<file path="src/rtl/tt_um_jleightcap.sv">
// TinyTapeout tile: 8-bit, 4-entry RPN stack calculator.
// Entry 0 of the stack array is always the top; pushes and pops shift the whole array.
module tt_um_jleightcap (
    input  logic       clk,
    input  logic       rst_n,
    input  logic       ena,
    input  logic [7:0] ui_in,
    input  logic [7:0] uio_in,
    output logic [7:0] uo_out,
    output logic [7:0] uio_out,
    output logic [7:0] uio_oe
);
    localparam int DEPTH = 4;

    localparam logic [3:0] OP_PUSH = 4'h1;
    localparam logic [3:0] OP_POP  = 4'h2;
    localparam logic [3:0] OP_ADD  = 4'h3;
    localparam logic [3:0] OP_SUB  = 4'h4;
    localparam logic [3:0] OP_AND  = 4'h5;
    localparam logic [3:0] OP_OR   = 4'h6;
    localparam logic [3:0] OP_XOR  = 4'h7;
    localparam logic [3:0] OP_DUP  = 4'h8;
    localparam logic [3:0] OP_SWAP = 4'h9;
    localparam logic [3:0] OP_SHL  = 4'hA;
    localparam logic [3:0] OP_SHR  = 4'hB;
    localparam logic [3:0] OP_NOT  = 4'hC;
    localparam logic [3:0] OP_CLR  = 4'hD;

    logic [7:0] r_stk [DEPTH];
    logic [2:0] r_depth;
    logic       r_err;
    logic       r_carry;
    logic       r_stb_q;

    logic [7:0] w_stk_next [DEPTH];
    logic [7:0] w_push_stk [DEPTH];
    logic [7:0] w_pop_stk  [DEPTH];
    logic [2:0] w_depth_next;
    logic       w_err_next;
    logic       w_carry_next;
    logic [7:0] w_push_val;
    logic [8:0] w_sum;
    logic [8:0] w_diff;
    logic [3:0] w_opc;
    logic       w_exec;
    logic       w_empty;
    logic       w_full;
    logic       w_lt2;
    logic       w_unused;

    assign w_opc    = uio_in[3:0];
    assign w_exec   = ena & uio_in[4] & ~r_stb_q;
    assign w_empty  = (r_depth == 3'd0);
    assign w_full   = (r_depth == 3'd4);
    assign w_lt2    = (r_depth < 3'd2);
    assign w_unused = &{1'b0, uio_in[7:5]};

    assign w_push_val = (w_opc == OP_DUP) ? r_stk[0] : ui_in;
    assign w_sum      = {1'b0, r_stk[1]} + {1'b0, r_stk[0]};
    assign w_diff     = {1'b0, r_stk[1]} - {1'b0, r_stk[0]};

    // Pre-shifted copies of the stack for push (down) and pop (up, zero-filled).
    genvar gi;
    generate
        for (gi = 0; gi < DEPTH; gi++) begin : g_shift
            if (gi == 0) begin : g_top
                assign w_push_stk[gi] = w_push_val;
            end else begin : g_below
                assign w_push_stk[gi] = r_stk[gi-1];
            end
            if (gi == DEPTH - 1) begin : g_bot
                assign w_pop_stk[gi] = 8'h00;
            end else begin : g_above
                assign w_pop_stk[gi] = r_stk[gi+1];
            end
        end
    endgenerate

    always_comb begin
        w_stk_next   = r_stk;
        w_depth_next = r_depth;
        w_err_next   = r_err;
        w_carry_next = r_carry;
        if (w_exec) begin
            case (w_opc)
                OP_PUSH, OP_DUP: begin
                    if (w_full || (w_opc == OP_DUP && w_empty)) begin
                        w_err_next = 1'b1;
                    end else begin
                        w_stk_next   = w_push_stk;
                        w_depth_next = r_depth + 3'd1;
                    end
                end
                OP_POP: begin
                    if (w_empty) begin
                        w_err_next = 1'b1;
                    end else begin
                        w_stk_next   = w_pop_stk;
                        w_depth_next = r_depth - 3'd1;
                    end
                end
                OP_ADD, OP_SUB, OP_AND, OP_OR, OP_XOR: begin
                    if (w_lt2) begin
                        w_err_next = 1'b1;
                    end else begin
                        w_stk_next   = w_pop_stk;
                        w_depth_next = r_depth - 3'd1;
                        case (w_opc)
                            OP_ADD: begin
                                w_stk_next[0] = w_sum[7:0];
                                w_carry_next  = w_sum[8];
                            end
                            OP_SUB: begin
                                w_stk_next[0] = w_diff[7:0];
                                w_carry_next  = w_diff[8];
                            end
                            OP_AND:  w_stk_next[0] = r_stk[1] & r_stk[0];
                            OP_OR:   w_stk_next[0] = r_stk[1] | r_stk[0];
                            default: w_stk_next[0] = r_stk[1] ^ r_stk[0];
                        endcase
                    end
                end
                OP_SWAP: begin
                    if (w_lt2) begin
                        w_err_next = 1'b1;
                    end else begin
                        w_stk_next[0] = r_stk[1];
                        w_stk_next[1] = r_stk[0];
                    end
                end
                OP_SHL, OP_SHR, OP_NOT: begin
                    if (w_empty) begin
                        w_err_next = 1'b1;
                    end else if (w_opc == OP_SHL) begin
                        w_stk_next[0] = {r_stk[0][6:0], 1'b0};
                        w_carry_next  = r_stk[0][7];
                    end else if (w_opc == OP_SHR) begin
                        w_stk_next[0] = {1'b0, r_stk[0][7:1]};
                        w_carry_next  = r_stk[0][0];
                    end else begin
                        w_stk_next[0] = ~r_stk[0];
                    end
                end
                OP_CLR: begin
                    for (int i = 0; i < DEPTH; i++) w_stk_next[i] = 8'h00;
                    w_depth_next = 3'd0;
                    w_err_next   = 1'b0;
                    w_carry_next = 1'b0;
                end
                default: ;
            endcase
        end
    end

    always_ff @(posedge clk or negedge rst_n) begin
        if (!rst_n) begin
            for (int i = 0; i < DEPTH; i++) r_stk[i] <= 8'h00;
            r_depth <= 3'd0;
            r_err   <= 1'b0;
            r_carry <= 1'b0;
            r_stb_q <= 1'b0;
        end else if (ena) begin
            r_stk   <= w_stk_next;
            r_depth <= w_depth_next;
            r_err   <= w_err_next;
            r_carry <= w_carry_next;
            r_stb_q <= uio_in[4];
        end
    end

    assign uo_out  = w_empty ? 8'h00 : r_stk[0];
    assign uio_out = {r_err, r_carry, (uo_out == 8'h00), 5'b00000};
    assign uio_oe  = 8'b1110_0000;

endmodule

</file>
<file path="config.mk">
export PLATFORM = sky130hd
export DESIGN_NAME = tt_um_jleightcap
export DESIGN_NICKNAME = d
export VERILOG_FILES = /design/src/rtl/tt_um_jleightcap.sv
export SDC_FILE = /design/constraint.sdc
export NUM_CORES = 1
export LEC_CHECK = 0
export ABC_AREA = 1
export CAP_MARGIN = 20
export CORE_MARGIN = 3
export CORE_UTILIZATION = 49
export CTS_CLUSTER_SIZE = 20
export DETAILED_ROUTE_END_ITERATION = 8
export PLACE_DENSITY = 0.81
export SLEW_MARGIN = 15
export SYNTH_ARGS = -nofsm -noshare
export SYNTH_HDL_FRONTEND = slang
export SYNTH_SLANG_ARGS = --single-unit
</file>
<file path="constraint.sdc">
create_clock -name clk -period 2.8 [get_ports clk]
set_input_delay 0.42 -clock clk [delete_from_list [all_inputs] [get_ports clk]]
set_output_delay 0.42 -clock clk [all_outputs]
set_load 0.02 [all_outputs]
</file>
Yosys cells after proc, flatten, opt, wreduce, memory -nomap -nowiden
Index checks and enable logic that the tools add are counted.
{"block": "classes", "n_reduce_logical": 19, "n_lt_le_gt_ge": 1, "n_shift": 0, "multipliers": 0, "n_div": 0, "muxes": 27, "eq_ne": 25, "bitwise_logic": 7, "add_sub_neg": 4}
{"operator": "$mux W32", "count": 3}
{"operator": "$pmux W16 S4", "count": 1}
{"operator": "$pmux W8 S6", "count": 1}
{"operator": "$mux W8", "count": 5}
{"operator": "$pmux W8 S5", "count": 1}
{"operator": "$pmux W8 S4", "count": 1}
{"operator": "$eq A4 B4 Y1 const B", "count": 6}
{"operator": "$eq A4 B3 Y1 const B", "count": 4}
{"operator": "$mux W16", "count": 1}
{"operator": "$ne A2 B2 Y1 const B", "count": 7}
{"operator": "$reduce_and A7 Y1", "count": 2}
{"operator": "$pmux W3 S4", "count": 1}
{"operator": "$reduce_and A6 Y1", "count": 2}
{"operator": "$add A8 B8 Y9", "count": 1}
{"operator": "$mux W3", "count": 3}
{"operator": "$reduce_and A9 Y1", "count": 1}
{"operator": "$sub A8 B8 Y9", "count": 1}
{"operator": "$and A8 B8 Y8", "count": 1}
{"operator": "$eq A4 B2 Y1 const B", "count": 2}
{"operator": "$logic_not A8 Y1", "count": 1}
{"operator": "$not A8 Y8", "count": 1}
{"operator": "$or A8 B8 Y8", "count": 1}
{"operator": "$reduce_bool A4 Y1", "count": 2}
{"operator": "$xor A8 B8 Y8", "count": 1}
{"operator": "24 further kinds", "count": 33}
{"block": "word_totals", "output_inout_bits": 24, "romBits": 0, "mem_count": 0, "latchBits": 0, "regBits": 38, "wordCells": 91, "ram_bits": 0}

Depth between registers and ports, before layout
{"block": "logic_depth", "ltp_word": 5, "depth_mapped": 16}

Least setup slack after synthesis
OpenSTA, ideal clock, no wires.
{"block": "synth_timing", "path_kind": "reg-to-output", "startpoint": "register r_depth[2]", "endpoint": "output uio_out[5]", "arrival_time_ns": 1.714, "n_path_buf": 1, "stages_incl_launch_ff": 7, "slack_ns": 0.666, "required_time_ns": 2.380, "path_cell_list": "dfrtp_1 -> nor2_1 -> inv_1 -> nor2_1 -> clkbuf_1 -> nor2_1 -> nor3_1"}
{"block": "synth_via", "elab_chain_cells": 3}
{"item": "start: declaration", "line": "30", "rtl": "logic [2:0] r_depth;"}
{"item": "start signal: assignment", "line": "164", "rtl": "r_depth <= w_depth_next;"}
{"item": "$logic_not A3 Y1", "line": "53", "rtl": "assign w_empty = (r_depth == 3'd0);"}
{"item": "$mux W8", "line": "171", "rtl": "assign uo_out = w_empty ? 8'h00 : r_stk[0];"}
{"item": "named net uo_out[3]", "line": "9", "rtl": "output logic [7:0] uo_out,"}
{"item": "$logic_not A8 Y1", "line": "172", "rtl": "assign uio_out = {r_err, r_carry, (uo_out == 8'h00), 5'b00000};"}
{"item": "end: declaration", "line": "10", "rtl": "output logic [7:0] uio_out,"}
The timed path passes the listed nets, and every way through them passes these cells.

Final worst setup path
{"block": "layout_timing", "startpoint": "register r_depth[2]", "endpoint": "output uio_out[5]"}
{"block": "layout_via", "elab_chain_cells": 3}
{"item": "$logic_not A3 Y1", "line": "53"}
{"item": "$mux W8", "line": "171"}
{"item": "$logic_not A8 Y1", "line": "172"}
Every way passes these cells.

==> impl_metrics.yaml <==
run_status:
  outcome: "finished clean"
synth:
  synth_flop_type: "sky130_fd_sc_hd__dfrtp_1"
  post_synth_main_area_contributors: "sky130_fd_sc_hd__dfrtp_1, sky130_fd_sc_hd__nand2_1, sky130_fd_sc_hd__ha_1, sky130_fd_sc_hd__inv_1, sky130_fd_sc_hd__nand3_1"
  synth.top_cells.by_count: "sky130_fd_sc_hd__nand2_1, sky130_fd_sc_hd__inv_1, sky130_fd_sc_hd__nand3_1"
  synth.largest_area_cell: "sky130_fd_sc_hd__dfrtp_1"
  synth.ff_latch_count: 38
  syn-instance-count: 556
  synth-warning-count: 0
  post_synth_instance_area_um2: 3600
  number_of_flops_mapped_to_enable_cells_by_yosys: 0
  async_reset_ff_frac: 1.00
  synth.lib_cells_used.distinct: 34
  yosysSeqAreaShare: 0.264
  synth_area_per_cell_um2: 6.47
  most_instantiated_library_cell_after_synthesis: "sky130_fd_sc_hd__nand2_1"
  share_of_the_synthesized_area_in_the_top_cell_type: 0.264
clock_tree:
  clockBufferDepth: 2
  post-cts-setup-buffer-count: 0
  h-tree-depth: 2
  tritoncts: "done"
  cts_sinks: 38
  cts_root_buffer: "sky130_fd_sc_hd__clkbuf_8"
  clk-insertion-delay-late_ps: 300
  clk_pin_slew_ps: 80
  number_of_buffers_inserted_during_clock_tree_synthesis: 5
  cts-resized-gates: 0
  cts-hold-fix-buffers: 0
global_route:
  maximum_number_of_pins_on_one_net_before_global_route_repair: 39
  antenna_found_initial: 0
  first_pass_grt_wire_length_um: 16200
  grt.total_usage: 0.235
  first_global_vias: 3478
  grt-ovfl-total: 0
final_layout:
  drive_gt1_frac: 0.0634
  final_non_filler_cell_area_um2: 4000
  n_antenna_cell: 0
  layout-area-overhead-vs-synth_pct: 11.2
  finish.cell_count_without_fillers: 680
  post_layout_net_count: 630
drt:
  vias: 3808
  via_per_inst: 5.60
  detailedRoute.firstPassIterationCount: 6
  wl_um: 9800
  postRouteAntennaNets: 0
  drt_drc_violations_left: 0
  drt_first_iter_violations: 318
  wl_per_cell_um: 14.4
sta:
  fmax_mhz: 392
  final_period_minus_worst_setup_slack_ps: 2550
  finalSetupTns_ps: 0
  layout_worst_path_cycle_share: 0.910
  tightest_pin_transition_ps: 853
  grt_setup_unrepaired: "no"
  finalHoldViolations: 0
  final_max_slew_viol_count: 0
  slew_headroom: 0.431
  setup_slack_after_layout_ps: 251
  skew_ps: 7.09
  setup_violations: 0
die:
  design.core.area_um2: 6940
  die_y_um: 91.7
  pin_count: 43
  starting_utilization_of_the_core_area: 0.518
  overall_die_area_um2: 8400
  floorplan.rows: 30
  die_w_um: 91.7
job:
  max-cap-violations: 0
power_and_ir_drop:
  vdd_ir_drop_max_mv: 0.594
  leakage_uw: 0.00203
  power_per_cell_area_nw_per_um2: 976
min_path:
  holdCritPathClass: "in2async"
setup_path:
  worst-setup-path-type: "reg2out"
  worst-path-max-fanout: 12
  reg2reg_depth: 14
  cp.required_ps: 2380
  critPathCaptureType: "output port"
  timing.critical_path.from_type: "register"
  critPathArrivalTime_ps: 2130
place:
  gpl.final_weighted_congestion: 0.981
  place_hpwl_um: 7660
  port_buffer_count: 26
  post-place-cells: 672
  placement.cell_area_um2: 3910
  pre_cts_ws_ps: 188
-- metal layers --
layer,track usage,wire [um]
met1,0.313,4180
met2,0.374,4480
met3,0.0427,805
met4,0.0967,341
met5,0,0
-- state kept, by name (all words and copies together), names as in the netlist --
signal,flops
r_stk,32
r_stb_q,1
r_carry,1
r_err,1
r_depth,3
-- metrics by stage --
stage | utilization | power [uW] | hold WS, ps
3_5_place_dp | 0.563 | 3460 | 482
4_1_cts | 0.576 | 3860 | 259
6_report | 0.576 | 3900 | 226
5_1_grt | 0.576 | 4300 | 281
3_3_place_gp | 0.563 | 3380 | 478
2_1_floorplan | - | 2760 | 124
-- power by group --
| part | internal (uW) | switching [uW] |
|---|---|---|
| registers | 797 | 254 |
| clock network | 175 | 219 |
| logic | 883 | 1580 |
-- worst max-delay path, cell delays in order, from the launching register on --
cell and delay (ps):
sky130_fd_sc_hd__dfrtp_1 410, sky130_fd_sc_hd__nor2_1 130, sky130_fd_sc_hd__inv_1 100, sky130_fd_sc_hd__nor2_1 110
sky130_fd_sc_hd__buf_4 190, sky130_fd_sc_hd__nor2_1 70, sky130_fd_sc_hd__nor3_1 180, sky130_fd_sc_hd__clkdlybuf4s50_1 630
-- kinds of logic after synthesis --
logic type,share of synthesized area
compound gates,0.147
xor+xnor,0.00487
other cells,0.00209
fa+ha+maj,0.104
buf+inv,0.134
flops,0.264
simple gates,0.344
-- cell usage in the layout (no fill, tap or decap), types with 2 or more instances in the layout --
master / Yosys / layout
sky130_fd_sc_hd__o22ai_1: 28 / 28
sky130_fd_sc_hd__buf_4: 16 / 9
sky130_fd_sc_hd__o211ai_1: 4 / 4
sky130_fd_sc_hd__conb_1: 2 / 13
sky130_fd_sc_hd__clkbuf_8: 0 / 5
sky130_fd_sc_hd__o21ai_1: 2 / 2
sky130_fd_sc_hd__clkdlybuf4s50_1: 0 / 25
sky130_fd_sc_hd__nor2_2: 2 / 2
sky130_fd_sc_hd__nand4_1: 5 / 5
sky130_fd_sc_hd__nor2_1: 49 / 49
sky130_fd_sc_hd__inv_1: 80 / 80
sky130_fd_sc_hd__nor3_1: 3 / 3
sky130_fd_sc_hd__nand2_2: 5 / 5
sky130_fd_sc_hd__dfrtp_1: 38 / 38
sky130_fd_sc_hd__and2_1: 2 / 2
sky130_fd_sc_hd__nor3_4: 3 / 3
sky130_fd_sc_hd__fa_1: 3 / 3
sky130_fd_sc_hd__o21ai_0: 38 / 38
sky130_fd_sc_hd__a21oi_1: 18 / 18
sky130_fd_sc_hd__nand2_1: 158 / 158
sky130_fd_sc_hd__inv_2: 3 / 3
sky130_fd_sc_hd__ha_1: 25 / 25
sky130_fd_sc_hd__nand3_1: 51 / 51
sky130_fd_sc_hd__nor2_4: 2 / 2
-- final cells by class --
class / instances / area [um2]
fillers: 682 / 2940
multi-input cells: 420 / 2200
flip-flops and latches: 38 / 951
repair buffers: 35 / 323
inverters: 83 / 312
well taps: 96 / 120
clock buffers: 5 / 68.8
clock inverters: 3 / 21.3
-- worst paths after layout --
check,start,end,slack [ps]
min,rst_n,r_err,230
min in group clk,r_err,r_err,500
max,r_depth[2],uio_out[5],250
max reg2reg,r_stk[16],r_stk[28],660
min reg2reg,r_err,r_err,500
max in group asynchronous,rst_n,r_stk[25],2040
Note: power is estimated with default switching activity, not from simulation.
